$ cat src/rtl/cnn_img_pkg.sv
// Shared image geometry, pixel type and sequencer state encoding for the
// pixel-ROM streaming controller.
package cnn_img_pkg;

  localparam int IMG_W   = 28;
  localparam int IMG_H   = 28;
  localparam int IMG_PIX = IMG_W * IMG_H;
  localparam int RC_W    = 5;

  typedef logic signed [7:0] pixel_t;

  typedef enum logic [1:0] {
    IDLE,
    ISSUE,
    DRAIN,
    DONE
  } state_t;

endpackage

$ cat src/rtl/img_skid_fifo.sv
// Synchronous power-of-2 FIFO holding {pixel, row, col, last} beats; output
// reads as zero while empty so the stream port idles at its reset value.
module img_skid_fifo #(
  parameter  int WIDTH = 19,
  parameter  int DEPTH = 4,
  localparam int PTR_W = $clog2(DEPTH),
  localparam int CNT_W = $clog2(DEPTH + 1)
) (
  input  logic             clk,
  input  logic             rst_n,
  input  logic             i_push,
  input  logic [WIDTH-1:0] i_din,
  input  logic             i_pop,
  output logic [WIDTH-1:0] o_dout,
  output logic [CNT_W-1:0] o_count,
  output logic             o_full,
  output logic             o_empty
);

  logic [WIDTH-1:0] r_mem [DEPTH];
  logic [PTR_W-1:0] r_wr_ptr;
  logic [PTR_W-1:0] r_rd_ptr;
  logic [CNT_W-1:0] r_count;
  logic             w_pop;
  logic             w_full;
  logic             w_empty;

  assign w_full  = (r_count == CNT_W'(DEPTH));
  assign w_empty = (r_count == '0);
  assign w_pop   = i_pop && !w_empty;

  always_ff @(posedge clk or negedge rst_n) begin
    if (!rst_n) begin
      r_wr_ptr <= '0;
      r_rd_ptr <= '0;
      r_count  <= '0;
    end else begin
      if (i_push) r_wr_ptr <= r_wr_ptr + PTR_W'(1);
      if (w_pop)  r_rd_ptr <= r_rd_ptr + PTR_W'(1);
      case ({i_push, w_pop})
        2'b10:   r_count <= r_count + CNT_W'(1);
        2'b01:   r_count <= r_count - CNT_W'(1);
        default: r_count <= r_count;
      endcase
    end
  end

  always_ff @(posedge clk) begin
    if (i_push) r_mem[r_wr_ptr] <= i_din;
  end

  // The upstream credit scheme must make a write into a full FIFO impossible.
  a_no_overflow: assert property (@(posedge clk) disable iff (!rst_n) !(i_push && w_full));

  assign o_dout  = w_empty ? '0 : r_mem[r_rd_ptr];
  assign o_count = r_count;
  assign o_full  = w_full;
  assign o_empty = w_empty;

endmodule

$ cat src/rtl/image_stream_ctrl.sv
// Pixel-ROM sequencer: issues raster addresses under FIFO credit and streams
// tagged pixels out. Define IMG_SEL_EN to add img_sel and a wider image-offset rom_addr.
module image_stream_ctrl
  import cnn_img_pkg::*;
#(
  parameter  int ADDR_W     = 10,
  parameter  int DATA_W     = 8,
  parameter  int FIFO_DEPTH = 4,
`ifdef IMG_SEL_EN
  localparam int RA_W       = ADDR_W + 7
`else
  localparam int RA_W       = ADDR_W
`endif
) (
  input  logic                     clk,
  input  logic                     rst_n,
  input  logic                     start,
`ifdef IMG_SEL_EN
  input  logic [6:0]               img_sel,
`endif
  output logic                     busy,
  output logic                     done,
  output logic [RA_W-1:0]          rom_addr,
  input  logic signed [DATA_W-1:0] rom_data,
  output logic                     m_valid,
  input  logic                     m_ready,
  output logic signed [DATA_W-1:0] m_data,
  output logic                     m_last,
  output logic [RC_W-1:0]          m_row,
  output logic [RC_W-1:0]          m_col
);

  localparam int CNT_W  = $clog2(FIFO_DEPTH + 1);
  localparam int TAG_W  = 2 * RC_W + 1;
  localparam int BEAT_W = DATA_W + TAG_W;

  state_t             r_state;
  state_t             w_state_nxt;
  logic               w_start_acc;
  logic               w_issue;
  logic               w_issue_last;
  logic               w_credit;
  logic               w_beat;
  logic [ADDR_W-1:0]  r_pix_idx;
  logic [RC_W-1:0]    r_iss_row;
  logic [RC_W-1:0]    r_iss_col;
  logic               r_vld_p0;
  logic               r_vld_p1;
  logic [TAG_W-1:0]   r_tag_p0;
  logic [TAG_W-1:0]   r_tag_p1;
  logic [1:0]         w_pending;
  logic [CNT_W:0]     w_inflight;
  logic [CNT_W-1:0]   w_fifo_count;
  logic               w_fifo_full;
  logic               w_fifo_empty;
  logic [BEAT_W-1:0]  w_fifo_din;
  logic [BEAT_W-1:0]  w_fifo_dout;
  logic [RA_W-1:0]    w_img_base;

  assign w_start_acc  = (r_state == IDLE) && start;
  assign w_issue_last = (r_pix_idx == ADDR_W'(IMG_PIX - 1));
  assign w_beat       = m_valid && m_ready;

  // Credit counts beats already queued plus reads still in the ROM pipeline.
  assign w_pending  = {1'b0, r_vld_p0} + {1'b0, r_vld_p1};
  assign w_inflight = (CNT_W+1)'(w_fifo_count) + (CNT_W+1)'(w_pending);
  assign w_credit   = !w_fifo_full && (w_inflight < (CNT_W+1)'(FIFO_DEPTH));

  always_comb begin
    w_state_nxt = r_state;
    w_issue     = 1'b0;
    busy        = 1'b0;
    done        = 1'b0;
    unique case (r_state)
      IDLE: begin
        if (start) w_state_nxt = ISSUE;
      end
      ISSUE: begin
        busy = 1'b1;
        if (w_credit) begin
          w_issue = 1'b1;
          if (w_issue_last) w_state_nxt = DRAIN;
        end
      end
      DRAIN: begin
        busy = 1'b1;
        if (w_beat && m_last) w_state_nxt = DONE;
      end
      DONE: begin
        done        = 1'b1;
        w_state_nxt = IDLE;
      end
      default: w_state_nxt = IDLE;
    endcase
  end

`ifdef IMG_SEL_EN
  logic [RA_W-1:0] r_img_base;

  always_ff @(posedge clk or negedge rst_n) begin
    if (!rst_n) begin
      r_img_base <= '0;
    end else if (w_start_acc) begin
      r_img_base <= RA_W'(img_sel) * RA_W'(IMG_PIX);
    end
  end

  assign w_img_base = r_img_base;
`else
  assign w_img_base = '0;
`endif

  // p0: address registered toward the ROM
  always_ff @(posedge clk or negedge rst_n) begin
    if (!rst_n) begin
      r_state   <= IDLE;
      r_pix_idx <= '0;
      r_iss_row <= '0;
      r_iss_col <= '0;
      rom_addr  <= '0;
      r_vld_p0  <= 1'b0;
      r_vld_p1  <= 1'b0;
    end else begin
      r_state  <= w_state_nxt;
      r_vld_p0 <= w_issue;
      r_vld_p1 <= r_vld_p0;
      if (w_start_acc) begin
        r_pix_idx <= '0;
        r_iss_row <= '0;
        r_iss_col <= '0;
      end else if (w_issue) begin
        rom_addr  <= w_img_base + RA_W'(r_pix_idx);
        r_pix_idx <= r_pix_idx + ADDR_W'(1);
        if (r_iss_col == RC_W'(IMG_W - 1)) begin
          r_iss_col <= '0;
          r_iss_row <= r_iss_row + RC_W'(1);
        end else begin
          r_iss_col <= r_iss_col + RC_W'(1);
        end
      end
    end
  end

  // p1: tag realigned with the ROM's registered read data
  always_ff @(posedge clk) begin
    if (w_issue)  r_tag_p0 <= {r_iss_row, r_iss_col, w_issue_last};
    if (r_vld_p0) r_tag_p1 <= r_tag_p0;
  end

  // p2: ROM data and its tag written into the FIFO together
  assign w_fifo_din = {rom_data, r_tag_p1};

  img_skid_fifo #(
    .WIDTH (BEAT_W),
    .DEPTH (FIFO_DEPTH)
  ) u_fifo (
    .clk     (clk),
    .rst_n   (rst_n),
    .i_push  (r_vld_p1),
    .i_din   (w_fifo_din),
    .i_pop   (m_ready),
    .o_dout  (w_fifo_dout),
    .o_count (w_fifo_count),
    .o_full  (w_fifo_full),
    .o_empty (w_fifo_empty)
  );

  assign m_valid = !w_fifo_empty;
  assign m_data  = w_fifo_dout[BEAT_W-1 -: DATA_W];
  assign m_row   = w_fifo_dout[TAG_W-1 -: RC_W];
  assign m_col   = w_fifo_dout[RC_W:1];
  assign m_last  = w_fifo_dout[0];

endmodule

$ cat config.mk
export PLATFORM = sky130hd
export DESIGN_NAME = image_stream_ctrl
export DESIGN_NICKNAME = d
export VERILOG_FILES = /design/src/rtl/cnn_img_pkg.sv /design/src/rtl/img_skid_fifo.sv /design/src/rtl/image_stream_ctrl.sv
export SDC_FILE = /design/constraint.sdc
export NUM_CORES = 1
export LEC_CHECK = 0
export BUFFER_PORTS_ARGS = -buffer_cell sky130_fd_sc_hd__buf_2
export CAP_MARGIN = 20
export CORE_MARGIN = 4
export CORE_UTILIZATION = 40
export DETAILED_ROUTE_END_ITERATION = 6
export PLACE_DENSITY = 0.62
export SLEW_MARGIN = 20
export SYNTH_ARGS = -nofsm -noshare
export SYNTH_HDL_FRONTEND = slang
export SYNTH_SLANG_ARGS = --single-unit
export TNS_END_PERCENT = 20
$ cat constraint.sdc
create_clock -name clk -period 4.6 [get_ports clk]
set_input_delay 0 -clock clk [delete_from_list [all_inputs] [get_ports clk]]
set_output_delay 0 -clock clk [all_outputs]
set_load 0.01 [all_outputs]
[Word-level counts from Yosys, hierarchy flattened]
Memories as Yosys holds them, arrays and structs flattened.
Cells that the tools add are included.
Operators by class
  $lt $le $gt $ge: 1
  $add $sub $neg: 9
  mux-type cells: 21
  reduce and logical (&&, ||, !) cells: 15
  bitwise operators: 1
  $mul: 0
  eq/ne operators: 12
  divide/modulo/power cells: 0
  shifts and indexed selects: 0
Operators with widths (count)
  5-bit 2-to-1 mux: 6
  10-bit 2-to-1 mux: 2
  19-bit 2-to-1 mux: 1
  10-bit by 1-bit adder with 10-bit output, second input constant: 1
  5-bit by 1-bit adder with 5-bit output, second input constant: 2
  10-bit equality test, second input constant: 1
  2-bit 2-to-1 mux: 4
  2-bit != test, second input constant: 4
  2-bit one-hot mux with 4 select lines: 1
  2-bit equality test, second input constant: 3
  1-bit 2-to-1 mux: 6
  3-bit one-hot mux with 2 select lines: 1
  2-bit nonzero test: 3
  5-bit equality test, second input constant: 1
  2-bit by 1-bit adder with 2-bit output, second input constant: 2
  3-bit by 2-bit adder with 4-bit output: 1
  2-bit by 1-bit equality test with 1-bit output, second input constant: 2
  1-bit logical AND: 4
  4-bit by 3-bit less-than comparator with 1-bit output, second input constant: 1
  2-bit AND reduction: 2
  4-bit AND reduction: 1
  3-bit by 1-bit adder with 3-bit output, second input constant: 1
  3-bit equality test, second input constant: 1
  3-bit zero test: 1
  other kinds (6): 7
Storage, ports and cells
  memories: 1
  output and inout bits: 32
  input bits: 12
  ROM bits: 0
  bits in latches: 0
  bits in registers: 63
  memory bits (writable): 76
Memories
  u_fifo.r_mem: words 4, width 19, rd ports 1, clocked after Yosys merged registers in 0, write ports 1, line img_skid_fifo.sv:20  | logic [WIDTH-1:0] r_mem [DEPTH];

[Logic depth before layout (Yosys ltp)]
Gate-level depths: netlist of run 1.
  depth after elaboration: 8
  gate-level depth with buffers: 8
  mapped depth without buffers: 7

[Cells and area by module]
A second synthesis of run 1 with hierarchy kept.
Second synthesis, totals
  cells, all modules: 340
  area total of the unflattened synthesis: 5659.2 um2
By module, submodules not included
  img_skid_fifo: instances 1, seq. area each 2457.4 um2, cells an instance 158, area an instance 3274.4 um2
  image_stream_ctrl: instances 1, seq. area each 1511.4 um2, cells an instance 182, area an instance 2384.8 um2

[Worst setup path before layout of run 1]
OpenSTA, ideal clock, no wires.
  path type: register to register
  start point: reg r_vld_p0
  end point: reg r_iss_col[0]
  path slack: 2.358 ns
  setup time: 0.132 ns
  arrival: 2.111 ns
  buffers on the path: 0
  cell stages (with the launch flop): 6
  required time: 4.468 ns
  period minus slack after synthesis: 2.242 ns
  path through: dfrtp_1 ha_1 a21o_2 a211oi_4 mux2i_1 nor2_1
On the way
  cells in the longest elaborated chain, start to end: 7
RTL lines
  start, declared: line image_stream_ctrl.sv:47  | logic r_vld_p0;
  start signal, assigned: line image_stream_ctrl.sv:125  | r_vld_p0 <= w_issue;
  1-bit by 1-bit adder with 2-bit output: line image_stream_ctrl.sv:65  | assign w_pending = {1'b0, r_vld_p0} + {1'b0, r_vld_p1};
  3-bit by 2-bit adder with 4-bit output: line image_stream_ctrl.sv:66  | assign w_inflight = (CNT_W+1)'(w_fifo_count) + (CNT_W+1)'(w_pending);
  4-bit by 3-bit less-than comparator with 1-bit output: line image_stream_ctrl.sv:67  | assign w_credit = !w_fifo_full && (w_inflight < (CNT_W+1)'(FIFO_DEPTH));
  1-bit logical AND: line image_stream_ctrl.sv:67
  1-bit 2-to-1 mux: line image_stream_ctrl.sv:80  | if (w_credit) begin
  1-bit 2-to-1 mux: line image_stream_ctrl.sv:74  | unique case (r_state)
  via w_issue: line image_stream_ctrl.sv:40  | logic w_issue;
  2-bit nonzero test (no source line)
  end signal, assigned: line image_stream_ctrl.sv:138  | r_iss_col <= r_iss_col + RC_W'(1);
  end, declared: line image_stream_ctrl.sv:46  | logic [RC_W-1:0] r_iss_col;
The timed path passes the listed nets, and every way through them passes these cells.
A chain may end at the register's enable or synchronous reset.

[Worst setup path after layout of run 1]
  start point: reg r_vld_p0
  end point: reg r_pix_idx[1]
On the way
  cells in the longest elaborated chain, start to end: 7
RTL lines
  1-bit by 1-bit adder with 2-bit output: line image_stream_ctrl.sv:65
  3-bit by 2-bit adder with 4-bit output: line image_stream_ctrl.sv:66
  4-bit by 3-bit less-than comparator with 1-bit output: line image_stream_ctrl.sv:67
  1-bit logical AND: line image_stream_ctrl.sv:67
  1-bit 2-to-1 mux: line image_stream_ctrl.sv:80
  1-bit 2-to-1 mux: line image_stream_ctrl.sv:74
  via w_issue: line image_stream_ctrl.sv:40
  2-bit nonzero test (no source line)
  end signal, assigned: line image_stream_ctrl.sv:133  | r_pix_idx <= r_pix_idx + ADDR_W'(1);
  end, declared: line image_stream_ctrl.sv:44  | logic [ADDR_W-1:0] r_pix_idx;
The timed path passes the listed nets, and every way through them passes these cells.

==> summary.txt, run 1 <==
Outcome
  • Status: finished clean

Worst setup path
  • CP startpoint kind: flip-flop
  • Critical Path AT: around 2.8 ns
  • Classification of the worst setup path: reg2reg
  • CP Max Fanout: 17
  • Worst EP required: roughly 4.9 ns
  • Crit. End Element: flip-flop

Clock tree
  • CTS clk-pin slew, worst paths: around 0.060 ns
  • Clk sinks: 139
  • Root buffer cell: clkbuf_16
  • Postcts setup bufs: 0
  • Depth of the CTS H-tree: 4
  • Worst skew pair latency: around 0.42 ns
  • CTS buffer count: 17
  • CTS tree: built
  • Clock buffer depth: 2

GRT
  • First-pass GRT wire length: 15,900 um
  • Largest net degree at the start of global routing: 42
  • Initial antenna violation count: 0
  • Total congestion overflow: 0
  • GRT Util Overall: between 10% and 20%
  • Vias in the first global route: approximately 3,200

Synthesis
  • Post-synthesis compound-gate area fraction: between 6 and 7%
  • Cells after synthesis: approximately 340
  • Leading area contributor after synthesis: edfxtp_1
  • Post-Synth Adder-Cell Area: 3.38%
  • Synth Area in Simple Gates: 7.27%
  • Multiplexer share of the synthesized area: 10.4%
  • Synth Register Bits: ~140
  • Share of the synthesized area in the top cell type: between 50% and 60%
  • Mapped Nets: roughly 360
  • Syn_area_per_cell: approximately 17 um2
  • YS warnings: 0
  • Async set-reset flop share out of synthesis: between 20% and 30%
  • Mapped Area: approximately 0.0058 mm2
  • Sequential area share after synthesis: 68.8%
  • Synth Flop Type: edfxtp_1
  • Synth unique cells: 50
  • Number of synthesized flops with an enable pin: 98
  • Area contributors post-synth: edfxtp_1, dfrtp_1, mux4_2, ha_1, and2_1
  • Largest family of logic cells by synthesized area: multiplexers
  • Post-Synth XOR/XNOR Area: approximately 1.7%

Routing
  • Routed WL: around 9500 um
  • Vias: 3,016
  • DR WL/cell: about 16 um
  • Antenna Nets Post-Route: 0
  • Post-route DRC: 0
  • Number of vias per cell: just over 5
  • DR iter-0 viols: 173
  • DR pass1 iterations: 4

Power and ir drop
  • Leakage: 2.60 nW
  • Max rail drop VDD: between 200 and 300 uV
  • Power density cells: 641 mW/mm2

STA
  • Final WS setup: around 2.1 ns
  • Worst slew margin: roughly a third
  • Max Slew Vio Count: 0
  • Final Hold Viols: 0
  • Achievable Freq: ~0.4 GHz
  • Slew @ Worst Pin: 1.03 ns
  • Final setup viols: 0
  • Unrepaired setup endpoints after global routing: no
  • Fin crit period: between 2 and 3 ns
  • Final Skew: 0.00887 ns
  • Final period util: 54.5%
  • Final setup TNS: 0 ns

Cells and area
  • # diodes: 0
  • Area grow syn2layout: 19.1%
  • Non-filler cells, final: 591
  • Fraction of layout cells with a size suffix above 1: 29.0%
  • Final Cell Area: between 0.006 and 0.007 mm2
  • Final #Nets: 425
  • Fillers: roughly 1,200

Placement
  • Setup WS pre-CTS: between 2 and 2.5 ns
  • Placement Cell Area: between 0.006 and 0.007 mm2
  • Routability-driven placement congestion ratio: 0.737
  • # port buffers: 43
  • Placed Cells: roughly 550
  • Final HPWL DP: just over 6000 um

Floorplanning
  • Row count: 43
  • Die ar.: around 0.016 mm2
  • Effective utilization at floorplan: between 40% and 50%
  • Core area: 0.0140 mm2
  • Die extent in y: 128 um
  • I/O Pins: between 40 and 50
  • Die width: between 100 and 150 um

Run
  • Max-cap violations: 0

Min path
  • Hold Crit Class: in2reg
[where the power goes]
part | leakage (nW) | switching, mW | internal [mW] | total (mW)
logic | 0.875 | 0.617 | 0.553 | 1.17
clock network | 0.292 | 0.528 | 0.862 | 1.39
registers | 1.44 | 0.213 | 1.63 | 1.84
[metal layers]
| metal | global-route usage, % | up-vias | wire length, um |
|---|---|---|---|
| met1 | 16.0 | 1508 | 4280 |
| met4 | 5.24 | 0 | 182 |
| met2 | 20.5 | 71 | 4640 |
| li1 | - | 1424 | - |
| met3 | 4.38 | 13 | 421 |
| met5 | 0 | - | 0 |
[layout by cell type, fill, tap and decap left out, drive strengths merged, types with 2 or more instances in the layout]
master,instances
a2111oi,4
a21oi,9
a31oi,2
and2,24
and3,2
and4,2
buf,44
bufinv,3
clkbuf,17
clkinv,4
clkinvlp,3
dfrtp,41
dlygate4sd3,10
edfxtp,98
ha,14
inv,20
mux2,11
mux2i,5
mux4,19
nand2,12
nand2b,2
nand3,4
nand4,3
nor2,11
nor3,2
o2111ai,5
o21a,2
o21ai,5
o31ai,3
or3,2
or4,4
xnor2,7
xor2,4
[timing repair]
item                                   4_1_cts  5_1_grt
gates resized for setup                      0        0
hold buffers                                10        0
endpoints found under the hold margin       74        0
[sequential cells by signal (all words and copies together) (netlist names), 2 cells and up]
name,cells
u_fifo.r_rd_ptr,2
u_fifo.r_mem,76
r_state,2
u_fifo.o_count,3
rom_addr,10
r_tag_p1,11
r_tag_p0,11
u_fifo.r_wr_ptr,2
r_iss_col,5
r_pix_idx,10
r_iss_row,5
[metrics by stage]
step | power [mW] | hold slack, ns | util, %
after global routing | 4.68 | 0.0630 | 49.1
after global placement | 3.04 | 0.200 | 44.0
after floorplan | 2.70 | -0.296 | -
after detailed placement | 3.07 | 0.201 | 44.0
final | 4.40 | 0.0429 | 49.1
after CTS | 4.47 | 0.0338 | 49.1
[worst max-delay path, cell delays in order (launching register included)]
cell      delay [ns]
dfrtp_1         0.61
ha_1            0.35
a21o_2          0.30
a211oi_4        0.77
mux2i_1         0.27
nor2_1          0.06
[cell families after synthesis]
family                   after synthesis
buffers and inverters                 27
AO/OA/AOI/OAI                         38
multiplexers                          35
XOR/XNOR                              11
AND/OR/NAND/NOR                       72
adder cells (fa/ha/maj)               15
flip-flops                           139
[cell usage after synthesis (4+ instances only)]
cell type	number
dfrtp_1	41
or4_1	4
ha_1	14
buf_2	6
mux4_2	19
and2_1	24
mux2i_1	5
o21ai_0	4
nand3_1	4
nand2_1	12
a21oi_1	8
mux2_2	9
nor2_1	11
inv_1	12
o2111ai_1	4
edfxtp_1	98
xor2_1	4
xnor2_1	7
clkbuf_1	5
[area by class of cell]
type	count	area, um2	share of cell area (%)
Multi-Input combinational cell	171	1680	24.5
Timing Repair Buffer	54	323	4.70
Clock inverter	15	188	2.73
Clock buffer	17	425	6.19
Tap cell	180	225	3.28
Sequential cell	139	3970	57.8
Inverter	15	56.3	0.820
[final timing paths]
| kind | slack (ns) | cells past startpoint | startpoint | endpoint |
|---|---|---|---|---|
| setup reg to reg | 2.09 | 5 | r_vld_p0 | r_pix_idx[1] |
| max in group asynchronous | 3.76 | 2 | rst_n | u_fifo.o_count[1] |
| hold reg to reg | 0.42 | 0 | r_tag_p0[6] | r_tag_p1[6] |
| hold / removal | 0.04 | 3 | start | r_pix_idx[5] |
| min in group asynchronous | 0.26 | 2 | rst_n | r_iss_row[1] |
| setup / recovery | 2.09 | 5 | r_vld_p0 | r_pix_idx[1] |
(Power assumes the default switching activity.)
==> run 2: changes to the inputs <==
==> constraint.sdc (replaced) <==
create_clock -name clk -period 2.6 [get_ports clk]
set_input_delay 0 -clock clk [delete_from_list [all_inputs] [get_ports clk]]
set_output_delay 0 -clock clk [all_outputs]
set_load 0.01 [all_outputs]
==> summary.txt, run 2 (synthesis gave the netlist of run 1 again) <==
Routing
  • DR iter-0 viols: 146 (was 173)
  • Number of vias per cell: 5.08 (was 5.10)
  • Antenna Nets Post-Route: 0 (unchanged)
  • Vias: 3,027 (was 3,016)
  • DR WL/cell: 16.9 um (was 16.1 um)
  • Post-route DRC: 0 (unchanged)
  • DR pass1 iterations: 4 (unchanged)
  • Routed WL: 10,000 um (was 9530 um)

Outcome
  • Status: finished clean (unchanged)

Worst setup path
  • Crit. End Element: flip-flop (unchanged)
  • Slowest CP cell: nor3_4 (was a211oi_4)
  • CP startpoint kind: flip-flop (unchanged)
  • Cells along the critical path: ha_1 -> a21oi_4 -> o21ai_2 -> nor3_4 -> mux2_2 (was ha_1 -> a21o_2 -> a211oi_4 -> mux2i_1 -> nor2_1)
  • Classification of the worst setup path: reg2reg (unchanged)
  • CP max stage delay: 0.49 ns (was 0.77 ns)
  • Crit path buf inv count: 0 (unchanged)
  • Top delay family on crit path: simple AND/OR/NAND/NOR gates (was compound AO/OA/AOI/OAI gates)
  • Worst EP required: 2.90 ns (was 4.87 ns)
  • CP Max Fanout: 10 (was 17)
  • Critical Path AT: 2.47 ns (was 2.77 ns)

Placement
  • Routability-driven placement congestion ratio: 0.754 (was 0.737)
  • Final HPWL DP: 6440 um (was 6100 um)
  • Placement Cell Area: 0.00622 mm2 (was 0.00616 mm2)
  • Placed Cells: 558 (was 549)
  • # port buffers: 43 (unchanged)
  • Setup WS pre-CTS: 0.431 ns (was 2.08 ns)

Clock tree
  • Depth of the CTS H-tree: 4 (unchanged)
  • Root buffer cell: clkbuf_16 (unchanged)
  • Clk sinks: 139 (unchanged)
  • Worst skew pair latency: 0.42 ns (about the same)
  • Clock buffer depth: 2 (unchanged)
  • CTS buffer count: 17 (unchanged)
  • CTS clk-pin slew, worst paths: 0.06 ns (about the same)
  • CTS tree: built (unchanged)

STA
  • Final WS setup: 0.426 ns (was 2.09 ns)
  • Final period util: 83.6% (was 54.5%)
  • Achievable Freq: 0.460 GHz (was 0.399 GHz)
  • Final Skew: 0.0166 ns (was 0.00887 ns)
  • Final setup viols: 0 (unchanged)
  • Slew @ Worst Pin: 0.920 ns (was 1.03 ns)
  • Unrepaired setup endpoints after global routing: no (unchanged)
  • Final Hold Viols: 0 (unchanged)
  • Max Slew Vio Count: 0 (unchanged)
  • Fin crit period: 2.17 ns (was 2.51 ns)
  • Worst slew margin: 38.7% (was 31.6%)
  • Final setup TNS: 0 ns (unchanged)

GRT
  • GRT Util Overall: 13.5% (was 12.8%)
  • Vias in the first global route: 3,184 (was 3,176)
  • First-pass GRT wire length: 16,700 um (was 15,900 um)
  • Total congestion overflow: 0 (unchanged)
  • Largest net degree at the start of global routing: 42 (unchanged)
  • Most Crowded Layer GR: met2 (unchanged)
  • Met1 GRT Util: 16.8% (was 16.0%)
  • M3 GR Usage: 3.75% (was 4.38%)
  • Initial antenna violation count: 0 (unchanged)
  • Met2 global-route usage: 22.0% (was 20.5%)

Cells and area
  • # diodes: 0 (unchanged)
  • Final Cell Area: 0.00681 mm2 (was 0.00687 mm2)
  • Most common cell after layout, fill and taps aside: edfxtp_1 (unchanged)
  • Final #Nets: 434 (was 425)
  • Largest regs: u_fifo.r_mem x76, r_tag_p0 x11, r_tag_p1 x11 (unchanged)
  • Most frequent cells in the layout: edfxtp_1, buf_2, dfrtp_1 (unchanged)
  • Largest Register: u_fifo.r_mem (unchanged)
  • Max reg flops: 76 (unchanged)
  • Area grow syn2layout: 18.1% (was 19.1%)
  • Core Util, Final: 48.7% (was 49.1%)
  • Fraction of layout cells with a size suffix above 1: 29.3% (was 29.0%)
  • Fillers: 1,194 (was 1,220)
  • Non-filler cells, final: 596 (was 591)

Floorplanning
  • Die width: 128 um (unchanged)
  • Die extent in y: 128 um (unchanged)
  • Die ar.: 0.0164 mm2 (unchanged)
  • Row count: 43 (unchanged)
  • Effective utilization at floorplan: 41.2% (unchanged)
  • I/O Pins: 44 (unchanged)
  • Core area: 0.0140 mm2 (unchanged)

Run
  • Max-cap violations: 0 (unchanged)

Power and ir drop
  • Leakage: 2.59 nW (was 2.60 nW)
  • Max rail drop VDD: 492 uV (was 266 uV)
  • Power density cells: 1090 mW/mm2 (was 641 mW/mm2)

Min path
  • Hold Crit Class: in2reg (unchanged)
-- run 2: cell types whose count changed in the layout (fill, tap and decap cells not counted) --
cell / before / now
clkbuf_1: 0 / 2
buf_4: 1 / 10
clkinv_2: 1 / 4
inv_8: 2 / 0
inv_6: 3 / 0
bufinv_16: 3 / 0
clkinv_4: 2 / 1
-- run 2: metal layers --
layer  share of wire, %  wire length [um]
met4                2.1               208
met3                4.8               487
met2                 50              5030
met1                 43              4320
met5                  0                 0
-- run 2: metrics by stage --
stage | hold WS [ns] | power (mW)
after floorplan | -0.296 | 4.77
after global placement | 0.184 | 5.43
after detailed placement | 0.204 | 5.50
after CTS | 0.0499 | 7.54
after global routing | 0.0752 | 7.89
final | 0.0522 | 7.42
-- run 2: area by class of cell --
type	instances	area [um2]	area share, %
Tap cell	180	225	3.31
Timing Repair Buffer	63	390	5.73
Clock buffer	19	433	6.36
Clock inverter	9	55.1	0.808
Inverter	15	56.3	0.827
Sequential cell	139	3970	58.3
Multi-Input combinational cell	171	1680	24.7
-- run 2: path summary, 6_finish.rpt --
path	from	to	slack, ns	cells past startpoint
max in group asynchronous	rst_n	u_fifo.o_count[1]	1.76	2
min in group asynchronous	rst_n	r_iss_row[1]	0.26	2
hold reg to reg	r_tag_p0[4]	r_tag_p1[4]	0.42	0
setup / recovery	u_fifo.o_count[0]	rom_addr[7]	0.43	5
setup reg to reg	u_fifo.o_count[0]	rom_addr[7]	0.43	5
hold / removal	start	r_pix_idx[5]	0.05	3
-- run 2: where the power goes --
group	total [mW]	internal (mW)	leakage, nW	switching [mW]
Combinational	2.24	1.03	0.921	1.22
Sequential	3.18	2.88	1.44	0.291
Clock	2.01	1.18	0.234	0.825
-- run 2: worst min-delay path, stage by stage --
cell and delay, ns:
buf_2 0.11, nand2_1 0.16, o21a_1 0.15
-- run 2: timing repair --
| action | in CTS | in global routing |
|---|---|---|
| hold buffers | 10 | 0 |
| buffers inserted | 0 | 0 |
| endpoints found under the hold margin | 74 | 0 |
| resized for setup | 0 | 0 |
==> run 3: changes to the inputs <==
--- a/config.mk
+++ b/config.mk
@@ -10,7 +10,7 @@
 export CORE_MARGIN = 4
 export CORE_UTILIZATION = 40
 export DETAILED_ROUTE_END_ITERATION = 6
-export PLACE_DENSITY = 0.62
+export PLACE_DENSITY = 0.64
 export SLEW_MARGIN = 20
 export SYNTH_ARGS = -nofsm -noshare
 export SYNTH_HDL_FRONTEND = slang
==> constraint.sdc (replaced) <==
create_clock -name clk -period 1.8 [get_ports clk]
set_input_delay 0 -clock clk [delete_from_list [all_inputs] [get_ports clk]]
set_output_delay 0 -clock clk [all_outputs]
set_load 0.01 [all_outputs]
==> summary.txt, run 3 (synthesis gave the netlist of run 1 again) <==
STA
  • Slew @ Worst Pin: 0.388 ns (was 0.920 ns)
  • Worst slew margin: 74.1% (was 38.7%)
  • Final setup viols: 13 (was 0)
  • Final Hold Viols: 0 (unchanged)
  • Final hold slack: 0.0648 ns (was 0.0522 ns)
  • Final period util: 101%
  • Fin crit period: 1.82 ns
  • Final Skew: 0.00908 ns (was 0.0166 ns)
  • Final WS setup: -0.0209 ns (was 0.426 ns)
  • Achievable Freq: about 0.55 GHz
  • Max Slew Vio Count: 0 (unchanged)
  • Final setup TNS: -0.129 ns (was 0 ns)
  • Unrepaired setup endpoints after global routing: yes (was no)

GRT
  • Total congestion overflow: 0 (unchanged)
  • Met1 GRT Util: 17.1% (was 16.8%)
  • Most Crowded Layer GR: met2 (unchanged)
  • First-pass GRT wire length: 17,200 um (was 16,700 um)
  • M3 GR Usage: 3.79% (was 3.75%)
  • Vias in the first global route: 3,354 (was 3,184)
  • Largest net degree at the start of global routing: 24 (was 42)
  • GRT Util Overall: 13.6% (was 13.5%)
  • Initial antenna violation count: 0 (unchanged)
  • Met2 global-route usage: 22.9% (was 22.0%)

Clock tree
  • Clock buffer depth: 2 (unchanged)
  • Depth of the CTS H-tree: 4 (unchanged)
  • CTS tree: built (unchanged)
  • Clk sinks: 139 (unchanged)
  • CTS buffer count: 17 (unchanged)
  • Root buffer cell: clkbuf_16 (unchanged)
  • Worst skew pair latency: 0.41 ns (was 0.42 ns)
  • CTS clk-pin slew, worst paths: 0.06 ns (about the same)

Outcome
  • Status: complete, but fails checks (was finished clean)
  • Failing checks: setup timing

Floorplanning
  • Core area: 0.0140 mm2 (unchanged)
  • Effective utilization at floorplan: 41.2% (unchanged)
  • Die ar.: 0.0164 mm2 (unchanged)
  • Die width: 128 um (unchanged)
  • Row count: 43 (unchanged)
  • I/O Pins: 44 (unchanged)
  • Die extent in y: 128 um (unchanged)

Cells and area
  • Max reg flops: 76 (unchanged)
  • Final #Nets: 465 (was 434)
  • Fraction of layout cells with a size suffix above 1: 40.6% (was 29.3%)
  • Non-filler cells, final: 631 (was 596)
  • Largest regs: u_fifo.r_mem x76, r_tag_p0 x11, r_tag_p1 x11 (unchanged)
  • Largest Register: u_fifo.r_mem (unchanged)
  • Core Util, Final: 53.3% (was 48.7%)
  • Most common cell after layout, fill and taps aside: edfxtp_1 (unchanged)
  • Most frequent cells in the layout: edfxtp_1, dfrtp_1, buf_4 (was edfxtp_1, buf_2, dfrtp_1)
  • # diodes: 0 (unchanged)
  • Area grow syn2layout: 29.2% (was 18.1%)

Power and ir drop
  • Max rail drop VDD: 857 uV (was 492 uV)
  • Power density cells: 1690 mW/mm2 (was 1090 mW/mm2)
  • Leakage: 2.90 nW (was 2.59 nW)

Placement
  • Final HPWL DP: 6740 um (was 6440 um)
  • Placed Cells: 587 (was 558)
  • Routability-driven placement congestion ratio: 0.763 (was 0.754)
  • # port buffers: 43 (unchanged)

Routing
  • Routed WL: 10,400 um (was 10,000 um)
  • Antenna Nets Post-Route: 0 (unchanged)
  • DR iter-0 viols: 196 (was 146)
  • DR WL/cell: 16.5 um (was 16.9 um)
  • Number of vias per cell: 4.99 (was 5.08)
  • Vias: 3,146 (was 3,027)
  • DR pass1 iterations: 5 (was 4)
  • Post-route DRC: 0 (unchanged)

Worst setup path
  • Classification of the worst setup path: reg2out (was reg2reg)
  • Worst EP required: 1.80 ns (was 2.90 ns)
  • CP startpoint kind: flip-flop (unchanged)
  • Crit. End Element: primary output (was flip-flop)
  • CP Max Fanout: 12 (was 10)
  • Critical Path AT: 1.82 ns (was 2.47 ns)

Min path
  • Hold Crit Class: in2reg (unchanged)

Run
  • Max-cap violations: 0 (unchanged)
-- run 3: timing repair --
action | 4_1_cts | 5_1_grt
setup buffers | 2 | 1
hold buffers | 9 | 0
hold endpoints to repair | 73 | 0
endpoints found under the setup margin | 36 | 47
gates resized for setup | 11 | 31
pin swaps | 7 | 7
-- run 3: worst max-delay path, stage by stage, from the launching register on --
cell and delay, ns:
dfrtp_2 0.42, buf_12 0.18, mux4_2 0.51, and2_4 0.18, buf_6 0.11
-- run 3: per-layer routing --
layer	up-vias	part of all wire (%)
met5	-	0
met4	0	1.2
met3	10	4.6
met2	74	52
met1	1559	42
li1	1503	-
-- run 3: stage by stage --
stage	worst slack [ns]	total power [mW]	area [um2]
after floorplan	-0.206	6.95	5790
after global placement	-0.000945	8.42	6550
after detailed placement	-0.0607	8.53	6550
after CTS	-0.0526	12.3	7310
after global routing	-0.109	13.3	7450
final	-0.0209	12.6	7450
-- run 3: power breakdown --
group | internal [mW] | switching (mW) | leakage, nW | total [mW]
logic | 2.44 | 2.11 | 1.16 | 4.56
registers | 4.17 | 0.321 | 1.43 | 4.49
clock network | 2.22 | 1.37 | 0.303 | 3.58
-- run 3: layout make-up --
class | count | area (um2)
repair buffers | 94 | 810
clock inverters | 14 | 184
multi-input cells | 171 | 1780
clock buffers | 18 | 429
well taps | 180 | 225
fillers | 1120 | 6540
flip-flops and latches | 139 | 3970
inverters | 15 | 56.3
-- run 3: worst paths after layout --
path / startpoint / endpoint / slack, ns / cells past startpoint
min reg2reg: r_tag_p0[4] / r_tag_p1[4] / 0.41 / 0
max: u_fifo.r_rd_ptr[0] / m_row[4] / -0.02 / 4
min in group asynchronous: rst_n / rom_addr[1] / 0.10 / 3
min: start / r_pix_idx[5] / 0.06 / 3
max in group asynchronous: rst_n / r_vld_p0 / 1.41 / 3
max reg2reg: u_fifo.o_count[0] / rom_addr[6] / -0.02 / 6
